File: src/rtl/mem_pkg.sv
// Shared definitions for the burst read responder: FSM state type and
// default geometry used when the block is instantiated without overrides.
package mem_pkg;

  typedef enum logic [1:0] {
    IDLE  = 2'd0,
    ACK   = 2'd1,
    ISSUE = 2'd2,
    DRAIN = 2'd3
  } state_t;

  localparam int AN_DEF    = 24;
  localparam int DN_DEF    = 16;
  localparam int BURST_DEF = 8;

endpackage

File: src/rtl/mem_burst_resp.sv
// Burst read responder: accepts a start address from a requester, issues
// BURST consecutive memory reads (honouring ram_wait), and forwards each
// returned word one cycle after it arrives. Only one burst is ever in flight;
// a new request is accepted only once every word of the previous burst has
// been handed back.
module mem_burst_resp
  import mem_pkg::*;
#(
  parameter int AN    = AN_DEF,
  parameter int DN    = DN_DEF,
  parameter int BURST = BURST_DEF
) (
  input  logic          clkSYS,
  input  logic          aclr,
  input  logic          request,
  input  logic [AN-1:0] req_addr,
  output logic          req_ack,
  output logic [DN-1:0] mem_data,
  output logic          mem_valid,
  output logic [AN-1:0] ram_addr,
  output logic          ram_rd,
  input  logic          ram_wait,
  input  logic [DN-1:0] ram_rdata,
  input  logic          ram_rvalid,
  output logic          busy,
  output logic          err
);

  // Counters need one extra bit so that the value BURST itself is representable.
  localparam int            CW       = $clog2(BURST) + 1;
  localparam logic [CW-1:0] LAST_IDX = CW'(BURST - 1);
  localparam logic [CW-1:0] BURST_N  = CW'(BURST);

  state_t        state;
  logic [CW-1:0] iss_cnt;
  logic [CW-1:0] ret_cnt;
  logic          rv_ok;

  // A return is legitimate only while reads are outstanding for this burst;
  // anything else is dropped and flagged.
  assign rv_ok = ram_rvalid && ((state == ISSUE) || (state == DRAIN)) && (ret_cnt != BURST_N);

  // Request/issue FSM: latches the start address, pulses req_ack, walks the
  // read address forward on every accepted read, then waits for all returns.
  always_ff @(posedge clkSYS or posedge aclr) begin
    if (aclr) begin
      state    <= IDLE;
      req_ack  <= 1'b0;
      ram_rd   <= 1'b0;
      ram_addr <= '0;
      iss_cnt  <= '0;
      busy     <= 1'b0;
    end else begin
      req_ack <= 1'b0;
      case (state)
        IDLE: begin
          if (request) begin
            ram_addr <= req_addr;
            req_ack  <= 1'b1;
            busy     <= 1'b1;
            state    <= ACK;
          end
        end
        ACK: begin
          iss_cnt <= '0;
          ram_rd  <= 1'b1;
          state   <= ISSUE;
        end
        ISSUE: begin
          // ram_rd is held high for the whole of ISSUE, so a clear ram_wait
          // means the current address was taken this cycle.
          if (!ram_wait) begin
            iss_cnt <= iss_cnt + CW'(1);
            if (iss_cnt == LAST_IDX) begin
              ram_rd <= 1'b0;
              state  <= DRAIN;
            end else begin
              ram_addr <= ram_addr + AN'(1);
            end
          end
        end
        DRAIN: begin
          // ret_cnt reaches BURST in the same cycle the last mem_valid is
          // shown, so busy drops one cycle after that final word.
          if (ret_cnt == BURST_N) begin
            busy  <= 1'b0;
            state <= IDLE;
          end
        end
        default: state <= IDLE;
      endcase
    end
  end

  // Return path: register each legitimate return onto mem_data/mem_valid,
  // count returns for the current burst, and latch err on stray returns.
  always_ff @(posedge clkSYS or posedge aclr) begin
    if (aclr) begin
      mem_valid <= 1'b0;
      mem_data  <= '0;
      ret_cnt   <= '0;
      err       <= 1'b0;
    end else begin
      mem_valid <= rv_ok;
      if (rv_ok) begin
        mem_data <= ram_rdata;
      end
      if (state == IDLE) begin
        ret_cnt <= '0;
      end else if (rv_ok) begin
        ret_cnt <= ret_cnt + CW'(1);
      end
      if (ram_rvalid && !rv_ok) begin
        err <= 1'b1;
      end
    end
  end

endmodule

File: config.mk
export PLATFORM = sky130hd
export DESIGN_NAME = mem_burst_resp
export DESIGN_NICKNAME = d
export VERILOG_FILES = /design/src/rtl/mem_pkg.sv /design/src/rtl/mem_burst_resp.sv
export SDC_FILE = /design/constraint.sdc
export NUM_CORES = 1
export LEC_CHECK = 0
export ABC_AREA = 1
export BUFFER_PORTS_ARGS = -buffer_cell sky130_fd_sc_hd__buf_2
export CAP_MARGIN = 20
export CORE_MARGIN = 5
export CORE_UTILIZATION = 41
export DETAILED_ROUTE_END_ITERATION = 10
export PLACE_DENSITY_LB_ADDON = 0.08
export SYNTH_ARGS = -nofsm -noshare
export SYNTH_HDL_FRONTEND = slang
export SYNTH_SLANG_ARGS = --single-unit
File: constraint.sdc
create_clock -name clkSYS -period 1.64 [get_ports clkSYS]
set_clock_uncertainty 0.2 [all_clocks]
set_input_delay 0.246 -clock clkSYS [delete_from_list [all_inputs] [get_ports clkSYS]]
set_output_delay 0.246 -clock clkSYS [all_outputs]
set_load 0.005 [all_outputs]
==> flow_metrics.env <==
export IMPL_slew_headroom=0.659
export IMPL_core_area_sq_um=7650
export IMPL_crit_path_max_incr_delay_ns=0.44
export IMPL_worst_path_max_fanout=12
export IMPL_slowest_stage="dfrtp_1"
export IMPL_antenna_found_initial=0
export IMPL_violations="setup timing"
export IMPL_htree_levels=2
export IMPL_die_w_microns=98.3
export IMPL_io_pins=90
export IMPL_synth_seq_area_share=0.431
export IMPL_drive_above_1_share=0.363
export IMPL_p_seq_frac=0.264
export IMPL_hold_ws_ns=0.0127
export IMPL_clk_pin_slew_ns=0.11
export IMPL_power_frac_comb=0.653
export IMPL_die_y_microns=98.3
export IMPL_drc=0
export IMPL_vias=3355
export IMPL_netlist_instances=438
export IMPL_place_gp_congestion=0.811
export IMPL_num_rows=32
export IMPL_maxCapViolCount=0
export IMPL_multi_input_area_sq_um=1750
export IMPL_grt_ovfl_total=0
export IMPL_postRouteAntennaNets=0
export IMPL_critPathRequiredTime_ns=1.68
export IMPL_root_buffer="clkbuf_8"
export IMPL_cts_sinks=55
export IMPL_drt_wirelength_per_cell_microns=13.5
export IMPL_finalSetupViolations=48
export IMPL_drv_slew=0
export IMPL_clock_path_buffers=2
export IMPL_port_buffers=89
export IMPL_grt_max_degree=21
export IMPL_detailedPlace_worstSlack_ns=-0.224
export IMPL_numCtsBuffers=5
export IMPL_tns_ns=-3.60
export IMPL_finalHoldViolCount=0
export IMPL_cts_tree="done"
export IMPL_crit_family="flip-flops"
export IMPL_regArea_sq_um=1380
export IMPL_status="finished with violations"
export IMPL_powerDensity_nw_per_um2=1990
export IMPL_rsz0062_at_grt="true"
export IMPL_fill_cells=696
export IMPL_drt_vias_per_instance=4.75
export IMPL_max_freq_mhz=569
export IMPL_worst_setup_path_type="reg2reg"
export IMPL_swShare=0.443
export IMPL_yosysTopAreaCell="dfrtp_1"
export IMPL_synthTopCellsByArea="dfrtp_1 (43%), nand2_1 (18%), nor2_1 (5.6%)"
export IMPL_ys_ff_latch=55
export IMPL_finalNetCount=657
export IMPL_p_leak_nw=2.50
export IMPL_cp_num_buf_inv=4
export IMPL_ys_warn_count=0
export IMPL_holdCritPathClass="in2reg"
export IMPL_antennaDiodeCount=0
export IMPL_clock_latency_ns=0.31
export IMPL_floorplan_initialDensity=0.418
export IMPL_period_minus_slack_ns=1.76
export IMPL_drtIter0Drc=141
export IMPL_dieArea_sq_um=9650
export IMPL_yosysUniqueCellTypes=32
export IMPL_start_kind="flop"
export IMPL_drt_pre_antenna_iters=4
export IMPL_crit_arrival_ns=1.80
export IMPL_utilization=0.633
export IMPL_total_power_mw=9.65
export IMPL_p_sw_mw=4.28
export IMPL_setup_ws_ns=-0.118
export IMPL_crit_path_cell_trace="inv_2, ha_4, inv_2, nor2_4, nor2_4, nand2_4, buf_12, inv_8, o21ai_1, o21ai_1"
export IMPL_ir_drop_mv=1.13
export IMPL_power_share_clock=0.082
export IMPL_hpwl_mm=6.49
export IMPL_synth_top_area_share=0.431
export IMPL_tightest_slew_ns=0.510
export IMPL_grt_pass1_vias=3258
export IMPL_syn2layout_area_growth_pct=51.6
export IMPL_syn_area_per_cell_sq_um=7.29
export IMPL_grt_pass1_wl_mm=15.3
export IMPL_synth_cell_area_sq_um=3190
export IMPL_end_kind="flop"
export IMPL_min_period_over_period=1.07
export IMPL_synthesis_nets=492
export IMPL_wl_mm=9.53
export IMPL_p_int_mw=5.37
export IMPL_track_usage=0.193
-- cells in the mapped netlist, drive strengths merged --
master	n
nand2	165
or2	3
xnor2	1
o22ai	6
and3	1
nand4	1
o21a	2
clkbuf	2
nand3b	3
nor2	59
o21bai	4
a21oi	18
nand3	28
buf	12
a31oi	2
dfrtp	55
o21ai	22
inv	41
ha	9
nor3	3
o32ai	1
-- per-stage QoR --
step,instance area (sq um),cells
3_5_place_dp,4110,656
6_report,4840,706
5_1_grt,4840,706
3_3_place_gp,4110,656
4_1_cts,4600,697
2_1_floorplan,3250,438
-- layout by cell type (no fill, tap or decap), types with 8 or more instances in the layout --
| cell type | instances |
|---|---|
| a21oi_1 | 11 |
| buf_12 | 8 |
| buf_2 | 89 |
| buf_4 | 44 |
| dfrtp_1 | 54 |
| dlygate4sd3_1 | 21 |
| inv_1 | 33 |
| nand2_1 | 153 |
| nand3_1 | 25 |
| nor2_1 | 43 |
| nor2_4 | 8 |
| o21ai_0 | 9 |
| o21ai_1 | 11 |
-- tightest hold or removal path: stages --
cell and delay, ns:
buf_2 0.08, o21ai_1 0.05, nand2_1 0.05, nand2_1 0.05, inv_1 0.04
-- power groups by stage --
stage               registers, mW  clock network [mW]  logic (mW)
global placement             2.53                   0        4.86
global route                 2.66               0.873        6.98
detailed placement           2.55                   0        4.91
finish                       2.55               0.793        6.30
floorplan                    2.58                   0        2.91
CTS                          2.52               0.825        5.73
-- per-layer routing --
layer / part of all wire / global-route usage / vias to the layer above / wire (microns)
li1: - / - / 1716 / -
met1: 0.46 / 0.259 / 1556 / 4400
met2: 0.48 / 0.319 / 75 / 4550
met3: 0.051 / 0.0393 / 8 / 485
met4: 0.010 / 0.0452 / 0 / 98
met5: 0 / 0 / - / 0
-- timing repair --
item	in CTS	in global routing
pin swaps	4	11
gates resized for setup	18	36
cloned	3	3
endpoints found under the setup margin	46	51
setup buffers	10	5
hold endpoints to repair	37	1
hold buffers	20	1
-- kinds of logic after synthesis --
kind of cell               synth area share
xor gates and xnor gates            0.00274
buffers and inverters                0.0756
DFF                                   0.431
AOI/OAI and AO/OA                    0.0964
adders and majority gates            0.0353
and+or+nand+nor                       0.359
-- final timing paths --
check	startpoint	endpoint	slack (ns)	cells past startpoint
min in group asynchronous	aclr	mem_data[14]$_DFFE_PP0P_	0.33	3
hold reg to reg	err$_DFFE_PP0P_	err$_DFFE_PP0P_	0.28	1
setup / recovery	state[1]$_DFFE_PP0P_	ram_addr[6]$_DFFE_PP0P_	-0.12	10
hold / removal	req_addr[12]	ram_addr[12]$_DFFE_PP0P_	0.01	5
max in group asynchronous	aclr	ram_addr[23]$_DFFE_PP0P_	0.45	4
setup reg to reg	state[1]$_DFFE_PP0P_	ram_addr[6]$_DFFE_PP0P_	-0.12	10
-- registers in the layout, summed over array words and instances (netlist names) --
name and count:
mem_data 16, err 1, busy 1, ret_cnt 4, mem_valid 1, ram_rd 1, iss_cnt 4, req_ack 1
ram_addr 24, state 2
-- final cells by class --
cell class              instances  area share
clock buffers                   5      0.0142
clock inverters                 3     0.00465
inverters                      41      0.0367
multi-input cells             328       0.361
flip-flops and latches         55       0.285
well taps                     102      0.0264
repair buffers                171       0.271
repair inverters                1     0.00181
Note: power is estimated with default switching activity, not from simulation.
